<file path="src/rtl/bp_cfg_boot_sequencer_pkg.sv">
// -----------------------------------------------------------------------------
// bp_cfg_boot_sequencer_pkg
// Shared config-link definitions for the tile boot sequencer: the sequencer
// state encoding and the per-tile config register addresses.
// No ports (package). Optional feature macro: BP_CFG_BOOT_UCODE_EN.
// -----------------------------------------------------------------------------
package bp_cfg_boot_sequencer_pkg;

    // Sequencer state encoding, kept as plain constants for legacy tools
    typedef logic [2:0] boot_state_t;

    localparam boot_state_t state_idle     = 3'd0;
    localparam boot_state_t state_freeze   = 3'd1;
    localparam boot_state_t state_regs     = 3'd2;
    localparam boot_state_t state_ucode_rd = 3'd3;
    localparam boot_state_t state_ucode_wr = 3'd4;
    localparam boot_state_t state_unfreeze = 3'd5;
    localparam boot_state_t state_done     = 3'd6;

    // Config-link register map of one tile
    localparam logic [15:0] cfg_addr_freeze      = 16'h0002;
    localparam logic [15:0] cfg_addr_core_id     = 16'h0003;
    localparam logic [15:0] cfg_addr_icache_id   = 16'h0021;
    localparam logic [15:0] cfg_addr_icache_mode = 16'h0022;
    localparam logic [15:0] cfg_addr_start_pc    = 16'h0040;
    localparam logic [15:0] cfg_addr_dcache_id   = 16'h0041;
    localparam logic [15:0] cfg_addr_dcache_mode = 16'h0042;
    localparam logic [15:0] cfg_addr_cce_id      = 16'h0060;
    localparam logic [15:0] cfg_addr_cce_mode    = 16'h0061;
    localparam logic [15:0] cfg_addr_num_lce     = 16'h0062;
    localparam logic [15:0] cfg_addr_ucode_base  = 16'h8000;

    // Index of the last register in the REGS phase (nine writes)
    localparam logic [3:0] reg_last_idx = 4'd8;

endpackage

</file>
<file path="src/rtl/bp_cfg_boot_reg_rom.sv">
// -----------------------------------------------------------------------------
// bp_cfg_boot_reg_rom
// Maps the REGS-phase index onto the config register address and the
// zero-extended write data taken from the captured configuration values.
// Ports:
//   idx                 in   4-bit REGS index (0..8)
//   core_id             in   captured tile id (also icache/dcache/cce id)
//   icache_mode, dcache_mode, cce_mode  in  captured 2-bit modes
//   num_lce             in   captured LCE count
//   start_pc            in   captured 39-bit boot PC
//   reg_addr            out  config register address
//   reg_data            out  zero-extended write data
// Optional feature macro: BP_CFG_BOOT_UCODE_EN (not used in this file).
// -----------------------------------------------------------------------------
module bp_cfg_boot_reg_rom
    import bp_cfg_boot_sequencer_pkg::*;
#(
    parameter int cfg_addr_width_p = 16,
    parameter int cfg_data_width_p = 64,
    parameter int core_id_width_p  = 8
) (
    input  logic [3:0]                  idx,
    input  logic [core_id_width_p-1:0]  core_id,
    input  logic [1:0]                  icache_mode,
    input  logic [1:0]                  dcache_mode,
    input  logic [1:0]                  cce_mode,
    input  logic [7:0]                  num_lce,
    input  logic [38:0]                 start_pc,
    output logic [cfg_addr_width_p-1:0] reg_addr,
    output logic [cfg_data_width_p-1:0] reg_data
);

    // Fixed write order of the REGS phase; out-of-range indices map to zero
    always_comb begin
        reg_addr = '0;
        reg_data = '0;
        case (idx)
            4'd0: begin reg_addr = cfg_addr_width_p'(cfg_addr_core_id);     reg_data = cfg_data_width_p'(core_id);     end
            4'd1: begin reg_addr = cfg_addr_width_p'(cfg_addr_icache_id);   reg_data = cfg_data_width_p'(core_id);     end
            4'd2: begin reg_addr = cfg_addr_width_p'(cfg_addr_icache_mode); reg_data = cfg_data_width_p'(icache_mode); end
            4'd3: begin reg_addr = cfg_addr_width_p'(cfg_addr_start_pc);    reg_data = cfg_data_width_p'(start_pc);    end
            4'd4: begin reg_addr = cfg_addr_width_p'(cfg_addr_dcache_id);   reg_data = cfg_data_width_p'(core_id);     end
            4'd5: begin reg_addr = cfg_addr_width_p'(cfg_addr_dcache_mode); reg_data = cfg_data_width_p'(dcache_mode); end
            4'd6: begin reg_addr = cfg_addr_width_p'(cfg_addr_cce_id);      reg_data = cfg_data_width_p'(core_id);     end
            4'd7: begin reg_addr = cfg_addr_width_p'(cfg_addr_cce_mode);    reg_data = cfg_data_width_p'(cce_mode);    end
            4'd8: begin reg_addr = cfg_addr_width_p'(cfg_addr_num_lce);     reg_data = cfg_data_width_p'(num_lce);     end
            default: ;
        endcase
    end

endmodule

</file>
<file path="src/rtl/bp_cfg_boot_sequencer.sv">
// -----------------------------------------------------------------------------
// bp_cfg_boot_sequencer
// Power-on configuration sequencer for one tile: freezes the core, writes the
// per-tile config registers, optionally streams CCE microcode from a
// synchronous ROM into the ucode window, then unfreezes the core.
// Optional feature macro: BP_CFG_BOOT_UCODE_EN enables the ucode phase; when
// undefined the ROM port is tied off and REGS goes straight to UNFREEZE.
// Ports:
//   clk_i, reset_i      clock, synchronous active-high reset
//   start_i             one-cycle start request (honoured in IDLE/DONE)
//   core_id_i, icache_mode_i, dcache_mode_i, cce_mode_i, num_lce_i,
//   start_pc_i          configuration values, captured at start
//   cfg_v_o / cfg_ready_i / cfg_addr_o / cfg_data_o   config-link write port
//   ucode_addr_o / ucode_r_v_o / ucode_data_i         ucode ROM read port
//   busy_o, done_o      sequence status
// -----------------------------------------------------------------------------
module bp_cfg_boot_sequencer
    import bp_cfg_boot_sequencer_pkg::*;
#(
    parameter int cfg_addr_width_p = 16,
    parameter int cfg_data_width_p = 64,
    parameter int core_id_width_p  = 8,
    parameter int ucode_entries_p  = 256,
    parameter int ucode_width_p    = 64,
    localparam int ucode_addr_width_lp = $clog2(ucode_entries_p)
) (
    input  logic                           clk_i,
    input  logic                           reset_i,
    input  logic                           start_i,
    input  logic [core_id_width_p-1:0]     core_id_i,
    input  logic [1:0]                     icache_mode_i,
    input  logic [1:0]                     dcache_mode_i,
    input  logic [1:0]                     cce_mode_i,
    input  logic [7:0]                     num_lce_i,
    input  logic [38:0]                    start_pc_i,
    output logic                           cfg_v_o,
    input  logic                           cfg_ready_i,
    output logic [cfg_addr_width_p-1:0]    cfg_addr_o,
    output logic [cfg_data_width_p-1:0]    cfg_data_o,
    output logic [ucode_addr_width_lp-1:0] ucode_addr_o,
    output logic                           ucode_r_v_o,
    input  logic [ucode_width_p-1:0]       ucode_data_i,
    output logic                           busy_o,
    output logic                           done_o
);

    boot_state_t                  state_r;
    logic [3:0]                   reg_idx_r;
    logic [core_id_width_p-1:0]   core_id_r;
    logic [1:0]                   icache_mode_r;
    logic [1:0]                   dcache_mode_r;
    logic [1:0]                   cce_mode_r;
    logic [7:0]                   num_lce_r;
    logic [38:0]                  start_pc_r;
    logic [cfg_addr_width_p-1:0]  reg_addr;
    logic [cfg_data_width_p-1:0]  reg_data;
    logic                         start_ok;

`ifdef BP_CFG_BOOT_UCODE_EN
    localparam logic [ucode_addr_width_lp-1:0] ucode_last_idx = ucode_addr_width_lp'(ucode_entries_p - 1);

    logic [ucode_addr_width_lp-1:0] ucode_idx_r;
    logic [ucode_width_p-1:0]       ucode_hold_r;
    // High only in the first UCODE_WR cycle, when the ROM output is fresh
    logic                           ucode_first_r;
`else
    logic ucode_data_unused;
    assign ucode_data_unused = ^ucode_data_i;
`endif

    assign start_ok = start_i && ((state_r == state_idle) || (state_r == state_done));
    assign busy_o   = (state_r != state_idle) && (state_r != state_done);
    assign done_o   = (state_r == state_done);

    bp_cfg_boot_reg_rom #(
        .cfg_addr_width_p (cfg_addr_width_p),
        .cfg_data_width_p (cfg_data_width_p),
        .core_id_width_p  (core_id_width_p)
    ) reg_rom (
        .idx         (reg_idx_r),
        .core_id     (core_id_r),
        .icache_mode (icache_mode_r),
        .dcache_mode (dcache_mode_r),
        .cce_mode    (cce_mode_r),
        .num_lce     (num_lce_r),
        .start_pc    (start_pc_r),
        .reg_addr    (reg_addr),
        .reg_data    (reg_data)
    );

    // Main sequencer: captures the configuration on an accepted start and
    // only advances a write state when the slave accepts the current write.
    always_ff @(posedge clk_i) begin
        if (reset_i) begin
            state_r       <= state_idle;
            reg_idx_r     <= '0;
            core_id_r     <= '0;
            icache_mode_r <= '0;
            dcache_mode_r <= '0;
            cce_mode_r    <= '0;
            num_lce_r     <= '0;
            start_pc_r    <= '0;
`ifdef BP_CFG_BOOT_UCODE_EN
            ucode_idx_r   <= '0;
            ucode_hold_r  <= '0;
            ucode_first_r <= 1'b0;
`endif
        end else begin
            if (start_ok) begin
                core_id_r     <= core_id_i;
                icache_mode_r <= icache_mode_i;
                dcache_mode_r <= dcache_mode_i;
                cce_mode_r    <= cce_mode_i;
                num_lce_r     <= num_lce_i;
                start_pc_r    <= start_pc_i;
            end
            case (state_r)
                state_idle, state_done: begin
                    if (start_ok) begin
                        state_r   <= state_freeze;
                        reg_idx_r <= '0;
`ifdef BP_CFG_BOOT_UCODE_EN
                        ucode_idx_r <= '0;
`endif
                    end
                end
                state_freeze: begin
                    if (cfg_ready_i) state_r <= state_regs;
                end
                state_regs: begin
                    if (cfg_ready_i) begin
                        if (reg_idx_r == reg_last_idx) begin
                            reg_idx_r <= '0;
`ifdef BP_CFG_BOOT_UCODE_EN
                            state_r   <= state_ucode_rd;
`else
                            state_r   <= state_unfreeze;
`endif
                        end else begin
                            reg_idx_r <= reg_idx_r + 4'd1;
                        end
                    end
                end
`ifdef BP_CFG_BOOT_UCODE_EN
                state_ucode_rd: begin
                    state_r       <= state_ucode_wr;
                    ucode_first_r <= 1'b1;
                end
                state_ucode_wr: begin
                    // ROM data is only guaranteed in the cycle after the read,
                    // so it is latched then and replayed during any stall.
                    ucode_first_r <= 1'b0;
                    if (ucode_first_r) ucode_hold_r <= ucode_data_i;
                    if (cfg_ready_i) begin
                        if (ucode_idx_r == ucode_last_idx) begin
                            state_r <= state_unfreeze;
                        end else begin
                            ucode_idx_r <= ucode_idx_r + ucode_addr_width_lp'(1);
                            state_r     <= state_ucode_rd;
                        end
                    end
                end
`endif
                state_unfreeze: begin
                    if (cfg_ready_i) state_r <= state_done;
                end
                default: state_r <= state_idle;
            endcase
        end
    end

    // Write port is decoded purely from state, so address and data stay
    // stable for as long as the state is stalled waiting for ready.
    always_comb begin
        cfg_v_o     = 1'b0;
        cfg_addr_o  = '0;
        cfg_data_o  = '0;
        ucode_r_v_o = 1'b0;
        case (state_r)
            state_freeze: begin
                cfg_v_o    = 1'b1;
                cfg_addr_o = cfg_addr_width_p'(cfg_addr_freeze);
                cfg_data_o = cfg_data_width_p'(1);
            end
            state_regs: begin
                cfg_v_o    = 1'b1;
                cfg_addr_o = reg_addr;
                cfg_data_o = reg_data;
            end
`ifdef BP_CFG_BOOT_UCODE_EN
            state_ucode_rd: begin
                ucode_r_v_o = 1'b1;
            end
            state_ucode_wr: begin
                cfg_v_o    = 1'b1;
                cfg_addr_o = cfg_addr_width_p'(cfg_addr_ucode_base) + cfg_addr_width_p'(ucode_idx_r);
                cfg_data_o = cfg_data_width_p'(ucode_first_r ? ucode_data_i : ucode_hold_r);
            end
`endif
            state_unfreeze: begin
                cfg_v_o    = 1'b1;
                cfg_addr_o = cfg_addr_width_p'(cfg_addr_freeze);
                cfg_data_o = '0;
            end
            default: ;
        endcase
    end

`ifdef BP_CFG_BOOT_UCODE_EN
    assign ucode_addr_o = ucode_idx_r;
`else
    assign ucode_addr_o = '0;
`endif

endmodule

</file>
<file path="config.mk">
export PLATFORM = sky130hd
export DESIGN_NAME = bp_cfg_boot_sequencer
export DESIGN_NICKNAME = d
export VERILOG_FILES = /design/src/rtl/bp_cfg_boot_sequencer_pkg.sv /design/src/rtl/bp_cfg_boot_reg_rom.sv /design/src/rtl/bp_cfg_boot_sequencer.sv
export SDC_FILE = /design/constraint.sdc
export NUM_CORES = 1
export LEC_CHECK = 0
export CELL_PAD_IN_SITES_DETAIL_PLACEMENT = 1
export CELL_PAD_IN_SITES_GLOBAL_PLACEMENT = 2
export CORE_UTILIZATION = 17
export DETAILED_ROUTE_END_ITERATION = 8
export GPL_TIMING_DRIVEN = 0
export PLACE_DENSITY = 0.83
export RECOVER_POWER = 25
export SYNTH_ARGS = -nofsm -noshare
export SYNTH_HDL_FRONTEND = slang
export SYNTH_SLANG_ARGS = --single-unit
</file>
<file path="constraint.sdc">
create_clock -name clk_i -period 1.8 [get_ports clk_i]
set_input_delay 0.27 -clock clk_i [delete_from_list [all_inputs] [get_ports clk_i]]
set_output_delay 0.27 -clock clk_i [all_outputs]
set_load 0.01 [all_outputs]
</file>
# ---- Word-level counts from Yosys, hierarchy flattened
# Index checks and enable logic that the tools add are counted.
dict set report op_classes {
  muxes 15
  n_reduce_logical 13
  eq_ne 18
  n_addsub 1
}
# operator count
set ops {}
lappend ops {{$pmux W39 S6} 1}
lappend ops {{$pmux W64 S2} 1}
lappend ops {{$pmux W7 S9} 1}
lappend ops {{$pmux W16 S2} 1}
lappend ops {{$eq A4 B3 Y1 const B} 4}
lappend ops {{$mux W3} 5}
lappend ops {{$mux W4} 3}
lappend ops {{$pmux W3 S4} 1}
lappend ops {{$ne A2 B2 Y1 const B} 5}
lappend ops {{$eq A4 B2 Y1 const B} 2}
lappend ops {{$pmux W4 S2} 1}
lappend ops {{$eq A3 B3 Y1 const B} 2}
lappend ops {{$reduce_and A5 Y1} 1}
lappend ops {{$add A4 B1 Y4 const B} 1}
lappend ops {{$eq A4 B1 Y1 const B} 1}
lappend ops {{$eq A4 B4 Y1 const B} 1}
lappend ops {{$logic_not A4 Y1} 1}
lappend ops {{$reduce_or A2 Y1} 2}
lappend ops {{$reduce_or A4 Y1} 1}
lappend ops {{$eq A3 B1 Y1 const B} 1}
lappend ops {{$eq A3 B2 Y1 const B} 1}
lappend ops {{$logic_not A3 Y1} 1}
lappend ops {{$ne A3 B3 Y1 const B} 1}
lappend ops {{$reduce_and A3 Y1} 1}
lappend ops {{other kinds (6)} 7}
dict set report word_totals {
  ff_bits 68
  output_inout_bits 92
  inputBits 129
}

# ---- Logic depth before layout (Yosys ltp)
# Gate-level depths: netlist of the first run.
dict set report logic_depth {
  word_depth 5
  depth_mapped 7
  mapped_depth_nobuf 6
}

# ---- Hierarchy
# From an unflattened synthesis of the first run, not the netlist that was laid out.
dict set report unflattened {
  cells_unflattened 553
  hier_area_um2 4505.6
}
# module cells_per_inst area_per_inst_um2 n_inst seq_area_each_um2
set by_module_without_submodules {}
lappend by_module_without_submodules {bp_cfg_boot_sequencer 424 3616.0 1 1361.3}
lappend by_module_without_submodules {bp_cfg_boot_reg_rom 129 889.6 1 0.0}

# ---- Worst setup path after synthesis of the first run
# OpenSTA, ideal clock, no wires.
dict set report synth_timing {
  kind {register to output}
  start {register reg_idx_r[0]}
  end {output port cfg_data_o[0]}
  stages_incl_launch_ff 5
  required_time_ps 1530
  n_path_buf 0
  arrival_time_ps 1755
  setup_slack_ps -225
  path_cell_list {dfxtp_1 -> inv_1 -> ha_1 -> o41ai_1 -> o22ai_1}
}
dict set report synth_via {
  elab_chain_len 4
}
# item line_no
set synth_lines {}
lappend synth_lines {{from (decl)} bp_cfg_boot_sequencer.sv:48} ;# logic [3:0] reg_idx_r;
lappend synth_lines {{from (signal assigned)} bp_cfg_boot_sequencer.sv:140} ;# reg_idx_r <= reg_idx_r + 4'd1;
lappend synth_lines {{$eq A4 B1 Y1 (tied with other cells)} bp_cfg_boot_reg_rom.sv:37} ;# case (idx)
lappend synth_lines {{$reduce_or A4 Y1 (no line)} n/a}
lappend synth_lines {{$pmux W39 S6 *} bp_cfg_boot_reg_rom.sv:37}
lappend synth_lines {{$pmux W64 S2 *} bp_cfg_boot_sequencer.sv:179} ;# case (state_r)
lappend synth_lines {{to (decl)} bp_cfg_boot_sequencer.sv:39} ;# output logic [cfg_data_width_p-1:0] cfg_data_o,
# Every way passes the cells marked *; elsewhere a longest branch is shown, timed or not.

# ---- Worst setup path in the final report of the first run
dict set report layout_timing {
  start {register reg_idx_r[1]}
  end {output port cfg_data_o[13]}
}
# Same word-level chain as after synthesis.

==> reports/metrics.cfg, run 1 <==
[outcome]
status=finished, violations left
violations=negative setup slack

[setup_path]
crit_path_max_incr_delay_ns=0.41
crit_path_start_kind=flip-flop
cp-end-kind=output pin
crit_chain=ha_4 > clkinvlp_4 > buf_6 > nor4_4 > buf_6 > buf_6 > clkbuf_16 > and2_4 > buf_6
critPathSlowestCell=dfxtp_4
worstPathRequired_ns=1.53
arrival_ns=2.06
critPathKind=flip-flop to output pin
path_common_cell=buf_6
critPathMaxFanout=5
critical_path_buf_inv_count=6
path_delay_family=buffers and inverters

[floorplanning]
rows=51
ios=221
initial_core_util=0.176
dieArea_mm2=0.0210
fp.dieH_um=145
core_area_mm2=0.0198
dieWidth_um=145

[global_routing]
grt_pass1_wl_mm=21.0
grt_pass1_vias=3780
grt_use_total=0.131
antenna_found_initial=0
gr-total-overflow=0
grt_max_degree=11

[finish]
area_growth_syn_to_layout_pct=87.1
nNetsFinal=806
nFillCells=2319
diodes=0
drive_above_1_share=0.410

[pwr]
ir_worst_vdd_mv=0.377
leakage_uw=0.00273
p_int_uw=3110
swShare=0.283
seqPwrFrac=0.392
power.switching_uw=1230
p_total_uw=4330
power_density_mw_per_mm2=666
power.share.clock=0.371
p_comb_frac=0.237

[clock_tree]
htree_num_levels=3
clockBufferDepth=2
cts_buffers=9
cts_root_buf=clkbuf_16
postCtsHoldBufs=0
cts_sinks=68
clk_pin_slew_worst_paths_ns=0.06
clkLatencyLatePin_ns=0.34
cts_tree=yes

[synth]
synth_top_area_share=0.392
ys_seq_area_frac=0.392
synth_warnings=0
syn_area_mm2=0.00348
syn_inst=457
ys_ff_latch=68
synth_edf_count=0
yosysTopAreaCell=dfxtp_1
async_flop_share=0
synthFlopType=dfxtp_1
synth_most_common_cell=nand2_1
synth_commonest_cells=131 x nand2_1, 68 x dfxtp_1, 66 x a21oi_1, 47 x buf_4, 31 x and2_1
postSynthAreaPerCell_um2=7.61
synth_area_leaders=dfxtp_1 39%, nand2_1 14%, buf_4 10%
synth.distinct_cells=45

[drt]
drc=0
vias=3795
ant_nets=0
routed_wl_mm=14.3
drtIter0Drc=135
drt-pass1-iter-count=5
avgViaCountPerCell=4.03
post_drt_wl_per_cell_um=15.2

[timing]
hold_viol_final=0
rsz0062_at_grt=true
fmax_mhz=429
skew_ns=0.00456
worst_pin_slew_ns=0.601
finalMaxSlewViolations=0
hold_slack_ns=0.451
max-slew-margin-rel=0.600
post-route-period-util=1.30
fin_ws_ns=-0.531
setup_viol_count_final=91
finalCriticalPeriod_ns=2.33

[placement]
gp_congestion=0.784
port_buffers=110
dp_hpwl_mm=9.38
pre_cts_ws_ns=-1.12

[flow_run]
maxCapViolations=0

[hold_path]
hold_path_class=flip-flop to flip-flop

-- worst paths after layout --
| kind | startpoint | to | slack (ns) | cells past startpoint |
|---|---|---|---|---|
| worst max-delay path | reg_idx_r[1]$_SDFFE_PP0P_ | cfg_data_o[13] | -0.53 | 9 |
| worst min-delay path | start_pc_r[34]$_SDFFE_PP0P_ | start_pc_r[34]$_SDFFE_PP0P_ | 0.45 | 2 |
| worst max register to register | state_r[2]$_SDFFE_PP0P_ | core_id_r[7]$_SDFFE_PP0P_ | 0.03 | 6 |
| worst min register to register | start_pc_r[34]$_SDFFE_PP0P_ | start_pc_r[34]$_SDFFE_PP0P_ | 0.45 | 2 |
-- layout by cell type, fill, tap and decap left out, types with 5 or more instances in the layout --
cell type | netlist | final
nor2_4 | 0 | 6
clkbuf_1 | 13 | 9
conb_1 | 1 | 46
a21oi_1 | 66 | 58
nand2_2 | 0 | 17
buf_2 | 15 | 11
clkdlybuf4s50_1 | 0 | 63
nand2_4 | 0 | 5
buf_8 | 0 | 12
buf_4 | 47 | 76
nand3_1 | 6 | 6
a21oi_2 | 0 | 6
a222oi_1 | 6 | 6
dfxtp_1 | 68 | 62
clkbuf_16 | 0 | 14
and2_4 | 0 | 27
buf_6 | 2 | 56
nand2_1 | 131 | 109
-- worst register-to-register path, cell delays in order (launching register included) --
cell and delay [ns]:
dfxtp_2 0.35, buf_8 0.13, nor2b_4 0.13, or4b_4 0.67
buf_8 0.21, nand2_1 0.07, a21oi_1 0.06
-- registers in the layout, summed over array words and instances, names as in the netlist --
signal	count
num_lce_r	8
core_id_r	8
icache_mode_r	2
reg_idx_r	4
dcache_mode_r	2
cce_mode_r	2
state_r	3
start_pc_r	39
-- area by class of cell --
class	instances	area, µm²	area share
buffer	72	609	0.0937
clock buffer	12	246	0.0379
clock inverter	2	12.5	0.00192
inverter	6	33.8	0.00519
multi-input combinational	351	2200	0.338
sequential	68	1380	0.212
tap	265	332	0.0510
timing repair buffer	165	1700	0.261
-- cell families (layout without fill, tap and decap cells) --
logic type | after synthesis | after routing | share of synthesized area
AND/OR/NAND/NOR | 197 | 198 | 0.261
AO/OA/AOI/OAI | 100 | 100 | 0.172
adder cells (fa/ha/maj) | 4 | 4 | 0.0144
other | 1 | 46 | 0.00108
buffers and inverters | 84 | 257 | 0.151
multiplexers | 3 | 3 | 0.00900
flip-flops | 68 | 68 | 0.392
-- metal layers --
layer | share of wire | up-vias | GRT usage
met5 | 0 | - | 0
met4 | 0.028 | 0 | 0.0660
met3 | 0.041 | 21 | 0.0230
met2 | 0.49 | 101 | 0.221
met1 | 0.44 | 1803 | 0.159
li1 | - | 1870 | -
-- stage by stage --
| step | TNS [ns] | utilization | area, µm² | instances |
|---|---|---|---|---|
| 2_1_floorplan | -0.0182 | - | 3660 | 502 |
| 3_3_place_gp | -78.04 | 0.257 | 5090 | 877 |
| 3_5_place_dp | -76.70 | 0.257 | 5090 | 877 |
| 4_1_cts | -30.61 | 0.303 | 5990 | 915 |
| 5_1_grt | -26.56 | 0.329 | 6510 | 941 |
| 6_report | -22.28 | 0.329 | 6510 | 941 |
-- power groups by stage --
stage          Sequential [µW]  Clock [µW]  Combinational [µW]
2_1_floorplan             1690           0                 459
3_3_place_gp              1710           0                 760
3_5_place_dp              1710           0                 767
4_1_cts                   1690        1680                 900
5_1_grt                   1710        1730                1110
6_report                  1700        1610                1030
-- repair_timing --
item | CTS | global route
setup endpoints to repair | 108 | 107
setup buffers | 22 | 27
pin swaps | 43 | 18
resized for setup | 329 | 97
cloned | 5 | 3
Note: power is estimated with default switching activity, not from simulation.
==> inputs of run 2 (changes only) <==
--- a/config.mk
+++ b/config.mk
@@ -9,7 +9,6 @@
 export CELL_PAD_IN_SITES_GLOBAL_PLACEMENT = 2
 export CORE_UTILIZATION = 17
 export DETAILED_ROUTE_END_ITERATION = 8
-export GPL_TIMING_DRIVEN = 0
 export PLACE_DENSITY = 0.83
 export RECOVER_POWER = 25
 export SYNTH_ARGS = -nofsm -noshare
==> run 2 against run 1 <==
Effect of this change: the run still ends with negative setup slack left; routed wire length rose by 1.8%; clock power rose by 22%; non-clock buffer count fell by 48.
==> reports/metrics.cfg, run 2 (synthesis gave the netlist of run 1 again) <==
[timing]
post-route-period-util=1.30  ; +0.00223
skew_ns=0.00701  ; +0.00245 ns
finalCriticalPeriod_ns=2.34  ; +0.00402 ns
setup_viol_count_final=85  ; -6.6%
finalMaxSlewViolations=0  ; unchanged
fin_ws_ns=-0.535  ; -0.00402 ns
fmax_mhz=428  ; -0.17%
hold_viol_final=0  ; unchanged
max-slew-margin-rel=0.510  ; -0.0895
rsz0062_at_grt=true
worst_pin_slew_ns=0.735  ; +0.134 ns
hold_slack_ns=0.174  ; -0.277 ns

[finish]
largest_registers=start_pc_r (39), core_id_r (8), num_lce_r (8)
area_growth_syn_to_layout_pct=72.1
drive_above_1_share=0.328  ; -0.0817
final_cells=895  ; -4.9%
largest_reg_flops=39  ; unchanged
final_cell_mix=127 x nand2_1, 64 x a21oi_1, 63 x clkdlybuf4s50_1
postLayoutCoreUtil=0.303  ; -0.0263
regMostFlops=start_pc_r
layout_commonest_cell=nand2_1
nNetsFinal=757  ; -6.1%

[outcome]
status=finished, violations left
violations=negative setup slack

[flow_run]
maxCapViolations=0  ; unchanged

[floorplanning]
dieArea_mm2=0.0210  ; unchanged
ios=221  ; unchanged
rows=51  ; unchanged
initial_core_util=0.176  ; unchanged
core_area_mm2=0.0198  ; unchanged
dieWidth_um=145  ; unchanged
fp.dieH_um=145  ; unchanged

[clock_tree]
cts_root_buf=clkbuf_16
clk_pin_slew_worst_paths_ns=0.05  ; about the same
cts_sinks=68  ; unchanged
cts_buffers=9  ; unchanged
htree_num_levels=3  ; unchanged
cts_tree=yes
clkLatencyLatePin_ns=0.34  ; about the same
postCtsHoldBufs=0  ; unchanged
clockBufferDepth=2  ; unchanged

[pwr]
p_comb_frac=0.209  ; -0.028
seqPwrFrac=0.364  ; -0.028
p_int_uw=3380  ; +8.9%
leakage_uw=0.00250  ; -8.5%
power_density_mw_per_mm2=773  ; +16%
ir_worst_vdd_mv=0.443  ; +17%
power.share.clock=0.427  ; +0.056
power.switching_uw=1240  ; +1.2%
swShare=0.269  ; -0.0145
p_total_uw=4630  ; +6.7%

[setup_path]
path_delay_family=simple AND/OR/NAND/NOR gates
r2r_setup_slack_ns=-0.17  ; -0.20 ns
crit_path_start_kind=flip-flop
cp-end-kind=output pin
crit_chain=or3b_4 > buf_6 > a21oi_4 > o41ai_4 > buf_4 > nor2_1 > buf_2
crit_path_max_incr_delay_ns=0.42  ; about the same
worstPathRequired_ns=1.53  ; about the same
critPathMaxFanout=2  ; -3
critical_path_buf_inv_count=3  ; -3
critPathKind=flip-flop to output pin
critPathSlowestCell=or3b_4
arrival_ns=2.07  ; about the same

[drt]
drc=0  ; unchanged
post_drt_wl_per_cell_um=16.3  ; +7.0%
avgViaCountPerCell=4.06  ; +0.68%
ant_nets=0  ; unchanged
vias=3634  ; -4.2%
drtIter0Drc=153  ; +13%
drt-pass1-iter-count=4  ; -1
routed_wl_mm=14.5  ; +1.8%

[global_routing]
grt_pass1_vias=3646  ; -3.5%
grt_pass1_wl_mm=20.3  ; -3.4%
grt_use_total=0.126  ; -0.00490
gr-total-overflow=0  ; unchanged
antenna_found_initial=1  ; +1
grt_max_degree=62  ; +51

[hold_path]
hold_path_class=input port to flip-flop

[placement]
port_buffers=110  ; unchanged
pre_cts_ws_ns=-0.662  ; +0.457 ns
place_inst=848  ; -3.3%
dp_hpwl_mm=8.74  ; -6.8%
gp_congestion=0.797  ; +1.7%

## run 2: cell count changes in the layout (fill, tap and decap cells not counted), sizes merged
cell and change:
inv +1, diode +2, or4b -1, clkbuf -12
bufinv +2, buf -36, dlygate4sd3 -1, clkinvlp -1
## run 2: final cells by class
class	instances	area [µm²]
Sequential cell	68	1380
Fill cell	2369	13800
Timing Repair Buffer	189	1880
Multi-Input combinational cell	350	2040
Antenna cell	2	5.00
Tap cell	265	332
Clock buffer	11	253
Inverter	6	30.0
Clock inverter	4	72.6
## run 2: what timing repair did
item | in CTS | in global routing
setup buffers | 12 | 13
setup endpoints to repair | 111 | 104
resized for setup | 271 | 39
pin swaps | 39 | 19
cloned | 3 | 6
## run 2: worst register-to-register path: cells and delay by family, from the launching register on
kind                       cells  cell delay (ns)
and+or+nand+nor                2             0.75
DFF                            1             0.39
adders and majority gates      1             0.18
AOI/OAI and AO/OA              1             0.13
buffers and inverters          4             0.44
## run 2: per-stage QoR
stage / cell area (µm²) / TNS, ns
final: 5990 / -18.43
after detailed placement: 5040 / -31.27
after CTS: 5660 / -21.45
after global placement: 5040 / -29.64
after floorplan: 3660 / -0.0182
after global routing: 5980 / -25.39
## run 2: power by group through the flow
| stage | combinational [µW] | sequential, µW | clock [µW] |
|---|---|---|---|
| after detailed placement | 771 | 1710 | 0 |
| after global routing | 1050 | 1700 | 2120 |
| after CTS | 838 | 1680 | 2040 |
| after floorplan | 459 | 1690 | 0 |
| after global placement | 764 | 1710 | 0 |
| final | 968 | 1680 | 1970 |
## run 2: path summary, 6_finish.rpt
path                                             startpoint                          end  depth (start not counted)
worst min-delay path                                reset_i      state_r[2]$_SDFFE_PP0P_                          2
worst max-delay path                state_r[2]$_SDFFE_PP0P_                cfg_data_o[6]                          7
worst max register to register    reg_idx_r[0]$_SDFFE_PP0P_    reg_idx_r[2]$_SDFFE_PP0P_                          8
worst min register to register  start_pc_r[16]$_SDFFE_PP0P_  start_pc_r[16]$_SDFFE_PP0P_                          2
## run 2: routing by layer
layer	wire, µm	global-route usage	part of all wire
met1	6310	0.150	0.43
met2	7220	0.217	0.50
met3	567	0.0192	0.039
met4	442	0.0660	0.030
met5	0	0	0
